$ cat src/rtl/arm_mem_pkg.sv
// Shared types and constants for the ARM-style memory stage.
// Holds the access FSM state type and address mapping constants.
package arm_mem_pkg;

    typedef enum logic [1:0] {
        IDLE,
        ACCESS,
        DONE
    } mem_state_t;

    localparam int BASE_ADDR_DEF = 1024;
    localparam int WORD_OFFSET   = 2;

endpackage

$ cat src/rtl/data_memory_sram.sv
// Word-addressed data SRAM for the memory stage.
// Synchronous write port, combinational read on the same address.
module data_memory_sram #(
    parameter int BIT_NUMBER = 32,
    parameter int DEPTH      = 64
) (
    input  logic                     clk,
    input  logic                     we,
    input  logic [$clog2(DEPTH)-1:0] addr,
    input  logic [BIT_NUMBER-1:0]    wdata,
    output logic [BIT_NUMBER-1:0]    rdata
);

    logic [BIT_NUMBER-1:0] mem [DEPTH];

    always_ff @(posedge clk) begin
        if (we) begin
            mem[addr] <= wdata;
        end
    end

    assign rdata = mem[addr];

endmodule

$ cat src/rtl/mem_stage_wait.sv
// Memory pipeline stage with a multi-cycle data SRAM access.
// Stalls upstream while an access is in flight, then feeds MEM/WB.
module mem_stage_wait
    import arm_mem_pkg::*;
#(
    parameter int BIT_NUMBER  = 32,
    parameter int DEPTH       = 64,
    parameter int WAIT_CYCLES = 3,
    parameter int BASE_ADDR   = BASE_ADDR_DEF
) (
    input  logic                  clk,
    input  logic                  rst,
    input  logic                  wb_en_in,
    input  logic                  mem_r_en_in,
    input  logic                  mem_w_en_in,
    input  logic [BIT_NUMBER-1:0] alu_result_in,
    input  logic [BIT_NUMBER-1:0] val_rm,
    input  logic [3:0]            dest_in,
    output logic                  freeze,
    output logic                  wb_en_out,
    output logic                  mem_r_en_out,
    output logic [BIT_NUMBER-1:0] alu_result_out,
    output logic [BIT_NUMBER-1:0] mem_data_out,
    output logic [3:0]            dest_out,
    output logic                  addr_err
);

    localparam int AW = $clog2(DEPTH);
    localparam int CW = (WAIT_CYCLES > 0) ? $clog2(WAIT_CYCLES + 1) : 1;
    localparam logic [CW-1:0] CNT_LAST =
        CW'((WAIT_CYCLES > 0) ? WAIT_CYCLES - 1 : 0);

    mem_state_t            state;
    logic [CW-1:0]         cnt;
    logic                  mem_op;
    logic                  in_range;
    logic                  busy;
    logic                  commit;
    logic                  we;
    logic [BIT_NUMBER-1:0] idx;
    logic [BIT_NUMBER-1:0] sram_q;
    logic [BIT_NUMBER-1:0] rd;

    assign mem_op   = mem_r_en_in | mem_w_en_in;
    assign idx      = (alu_result_in - BIT_NUMBER'(BASE_ADDR)) >> WORD_OFFSET;
    assign in_range = (alu_result_in >= BIT_NUMBER'(BASE_ADDR)) &&
                      (idx < BIT_NUMBER'(DEPTH));

    // commit marks the cycle whose closing edge retires the op
    always_comb begin
        busy   = 1'b0;
        commit = 1'b0;
        if (WAIT_CYCLES == 0) begin
            commit = 1'b1;
        end else begin
            case (state)
                IDLE: begin
                    busy   = mem_op;
                    commit = !mem_op || (WAIT_CYCLES == 1);
                end
                ACCESS: begin
                    busy   = 1'b1;
                    commit = (cnt == CNT_LAST);
                end
                default: begin
                    busy   = 1'b0;
                    commit = 1'b0;
                end
            endcase
        end
    end

    assign freeze = busy & rst;
    assign we     = mem_w_en_in & in_range & commit & rst;

    assign rd = !in_range ? '0 :
                (mem_r_en_in & mem_w_en_in) ? val_rm : sram_q;

    data_memory_sram #(
        .BIT_NUMBER(BIT_NUMBER),
        .DEPTH     (DEPTH)
    ) u_sram (
        .clk  (clk),
        .we   (we),
        .addr (idx[AW-1:0]),
        .wdata(val_rm),
        .rdata(sram_q)
    );

    always_ff @(posedge clk or negedge rst) begin
        if (!rst) begin
            state <= IDLE;
            cnt   <= '0;
        end else begin
            case (state)
                IDLE: begin
                    if (mem_op && WAIT_CYCLES > 1) begin
                        state <= ACCESS;
                        cnt   <= CW'(1);
                    end else if (mem_op && WAIT_CYCLES == 1) begin
                        state <= DONE;
                    end
                end
                ACCESS: begin
                    if (cnt == CNT_LAST) begin
                        state <= DONE;
                        cnt   <= '0;
                    end else begin
                        cnt <= cnt + CW'(1);
                    end
                end
                default: state <= IDLE;
            endcase
        end
    end

    // non-committing cycles insert a bubble that keeps the data fields
    always_ff @(posedge clk or negedge rst) begin
        if (!rst) begin
            wb_en_out      <= 1'b0;
            mem_r_en_out   <= 1'b0;
            alu_result_out <= '0;
            mem_data_out   <= '0;
            dest_out       <= '0;
            addr_err       <= 1'b0;
        end else if (commit) begin
            wb_en_out      <= wb_en_in;
            mem_r_en_out   <= mem_r_en_in;
            alu_result_out <= alu_result_in;
            mem_data_out   <= rd;
            dest_out       <= dest_in;
            addr_err       <= mem_op & ~in_range;
        end else begin
            wb_en_out    <= 1'b0;
            mem_r_en_out <= 1'b0;
            addr_err     <= 1'b0;
        end
    end

endmodule

$ cat config.mk
export PLATFORM = sky130hd
export DESIGN_NAME = mem_stage_wait
export DESIGN_NICKNAME = d
export VERILOG_FILES = /design/src/rtl/arm_mem_pkg.sv /design/src/rtl/data_memory_sram.sv /design/src/rtl/mem_stage_wait.sv
export SDC_FILE = /design/constraint.sdc
export NUM_CORES = 2
export LEC_CHECK = 0
export BUFFER_PORTS_ARGS = -buffer_cell sky130_fd_sc_hd__clkbuf_2
export CAP_MARGIN = 40
export CORE_UTILIZATION = 50
export DETAILED_ROUTE_END_ITERATION = 12
export PLACE_DENSITY = 0.69
export SLEW_MARGIN = 10
export SYNTH_ARGS = -nofsm -noshare
export SYNTH_HDL_FRONTEND = slang
export SYNTH_SLANG_ARGS = --single-unit
$ cat constraint.sdc
create_clock -name clk -period 6.1 [get_ports clk]
set_input_delay 1.22 -clock clk [delete_from_list [all_inputs] [get_ports clk]]
set_output_delay 1.22 -clock clk [all_outputs]
set_load 0.03 [all_outputs]
==> metrics.md <==
| Metric | Value |
|---|---|
| Status | finished, final reports clean |
| Slew margin rel. | 0.195 |
| Final Total Pwr | 31.1 mW |
| Share of Yosys cell area claimed by the top area cell type | 0.747 |
| Synth Register Bits | 2123 |
| Synth area leaders | edfxtp_1, mux2_2, mux4_2 |
| Crit path kind | in2reg |
| Static Leak | 30.2 nW |
| Synth top cells by count | edfxtp_1, mux2_2, o22ai_1 |
| Syn Inst Count | 4456 |
| TNS Setup | 0 ns |
| Die area | 166000 µm² |
| Reg clk slew, reported paths | 0.06 ns |
| Hold Path Depth | 2 |
| PD cells | 331 nW/µm² |
| Post-synthesis sequential area ratio | 0.770 |
| Starting Density | 0.505 |
| PortBufs | 144 |
| Mapped Avg Cell Area | 18.5 µm² |
| Cell with the most instances after synthesis | edfxtp_1 |
| Syn_nets | 4529 |
| Post-synthesis cell type count | 82 |
| Critical R2R Launch | state[0] |
| Total track usage | 0.312 |
| Hold Startpoint | alu_result_out[27] |
| Syn Std Cell Area | 82300 µm² |
| Fillers | 11.9k |
| Vias/cell | 6.85 |
| Slew Viols, Final | 0 |
| Dominant cell type by area after synthesis | edfxtp_1 |
| I/O pin count | 145 |
| Vias | 48.8k |
| Max frequency | 0.238 GHz |
| Number of max-cap violations | 0 |
| FFs w/ async S/R, synth | 0.0353 |
| Largest net degree at the start of global routing | 136 |
| Setup Skew | 0.0549 ns |
| Initial DRC Count | 8644 |
| Hold-fix buffers at CTS | 0 |
| Post-CTS resize count | 0 |
| Hpwl dp | 158000 µm |
| Crit share post-route | 0.689 |
| WP data arrival | 4.68 ns |
| FF+latch area | 63400 µm² |
| Postcts setup bufs | 0 |
| Share of cells above drive strength 1 | 0.255 |
| Final worst path period need | 4.21 ns |
| Fin. Hold Viols | 0 |
| # rows | 148 |
| Nets | 4853 |
| Vias in the first global route | 46.6k |
| CTS H-tree lvls | 4 |
| RePlAce Congestion | 1.01 |
| TritonCTS buffer count | 204 |
| Clock Path Buffers | 3 |
| Top FF cell, synth | edfxtp_1 |
| Global-route wire length before repair | 364000 µm |
| Critical Path RT | 6.57 ns |
| Chip height | 408 µm |
| Final Routed Wirelength | 264000 µm |
| Synthesis-to-finish area growth | 13.8% |
| Skew-Pair Late Insertion Delay | 0.86 ns |
| Worst-Margin Slew | 1.21 ns |
| Number of remaining DRC errors | 0 |
| CTS root buf | clkbuf_16 |
| Internal reg-to-reg setup slack | 2.36 ns |
| Worst r2r path cells | 8 |
| Worst Hold Class | reg2reg |
| Initial antenna violation count | 22 |
| Critical R2R Capture | u_sram.mem[4][2] |
| Crit. End Element | flop |
| RSZ-0062 raised after global routing | no |
| Wire length per cell | 37.0 µm |
| Final setup vio count | 0 |
| Syn. warnings | 0 |
| Multi-input logic area | 17500 µm² |
| EDFF count, synth | 2048 |
| Clock sink count | 2123 |
| CP Launch Type | primary input |
| Antenna viol nets, final | 0 |
| CTS tree | yes |
| Final worst hold slack | 0.473 ns |
| Total grt overflow | 0 |
| Die W | 408 µm |
| Maximum vdd drop | 0.388 mV |
| Router iterations before antenna repair | 9 |
| Hold endpoint | alu_result_out[27] |
| Crit path max fanout | 23 |
| Core ar. | 163000 µm² |
[logic make-up (layout without fill, tap and decap cells)]
group,after synthesis,count (layout),synth area share
flip-flops,2123,2123,0.770
AND/OR/NAND/NOR,529,529,0.0286
buffers and inverters,302,797,0.0240
multiplexers,578,578,0.0999
other,0,6,0
AO/OA/AOI/OAI,924,924,0.0779
[sequential cells by signal (all words and copies together), names as in the netlist]
name / count
dest_out: 4
u_sram.mem: 2048
alu_result_out: 32
mem_r_en_out: 1
addr_err: 1
cnt: 2
state: 2
mem_data_out: 32
wb_en_out: 1
[power by group]
group	total, mW	leakage [nW]	internal [mW]	switching, mW
clock network	12.5	3.19	6.96	5.55
logic	2.36	7.65	0.632	1.73
registers	16.2	19.4	16.1	0.0817
total	31.1	30.2	23.7	7.37
[per-layer routing]
metal	up-vias	GRT usage	share of wire	wire [µm]
met2	4137	0.455	0.44	115000
met4	26	0.146	0.054	14300
li1	19000	-	-	-
met1	24900	0.418	0.36	94000
met3	795	0.115	0.15	40000
met5	-	0.00144	0.00063	166
[per-stage QoR]
stage / cell area, µm² / util / setup WS (ns) / cells
3_3_place_gp: 86900 / 0.532 / 1.12 / 6734
2_1_floorplan: 82300 / - / 1.66 / 4456
3_5_place_dp: 87000 / 0.533 / 1.04 / 6742
5_1_grt: 93700 / 0.574 / 1.84 / 7126
6_report: 93700 / 0.575 / 1.89 / 7132
4_1_cts: 93600 / 0.574 / 1.91 / 7119
[worst max-delay path, cell delays in order]
cell and delay (ns):
clkbuf_2 0.09, nor4_1 0.33, nand4_1 0.19, a211oi_2 0.49
and4_1 0.90, nand2_1 0.36, buf_4 0.31, nor2_4 0.31
buf_4 0.44
[final cells by class]
cell class,count,share of cell area
sequential,2123,0.676
multi-input combinational,2031,0.187
clock buffer,252,0.0574
timing repair buffer,412,0.0370
tap,2175,0.0290
clock inverter,125,0.0129
inverter,8,0.000374
antenna,6,0.000160
[cell usage in the layout, fill, tap and decap left out, types with 74 or more instances in the layout]
| cell type | instances |
|---|---|
| clkbuf_2 | 139 |
| mux2i_1 | 98 |
| dfrtp_1 | 75 |
| o22ai_1 | 318 |
| clkbuf_16 | 205 |
| mux4_2 | 142 |
| buf_4 | 212 |
| nand2_1 | 252 |
| o221ai_1 | 148 |
| mux2_2 | 319 |
| edfxtp_1 | 2048 |
| o21ai_0 | 93 |
| a21oi_1 | 101 |
| nor2_1 | 74 |
[worst max path at each step]
| stage | from | endpoint | slack (ns) | cells after the start |
|---|---|---|---|---|
| floorplan | mem_w_en_in | u_sram.mem[35][0] | 1.66 | 7 |
| global placement | alu_result_in[20] | u_sram.mem[36][4] | 1.12 | 9 |
| detailed placement | alu_result_in[9] | u_sram.mem[4][10] | 1.04 | 9 |
| CTS | alu_result_in[9] | u_sram.mem[4][2] | 1.91 | 9 |
| global route | alu_result_in[17] | u_sram.mem[4][2] | 1.84 | 9 |
| finish | alu_result_in[9] | u_sram.mem[4][2] | 1.89 | 9 |
No activity file was read; power rests on OpenSTA's default activity.
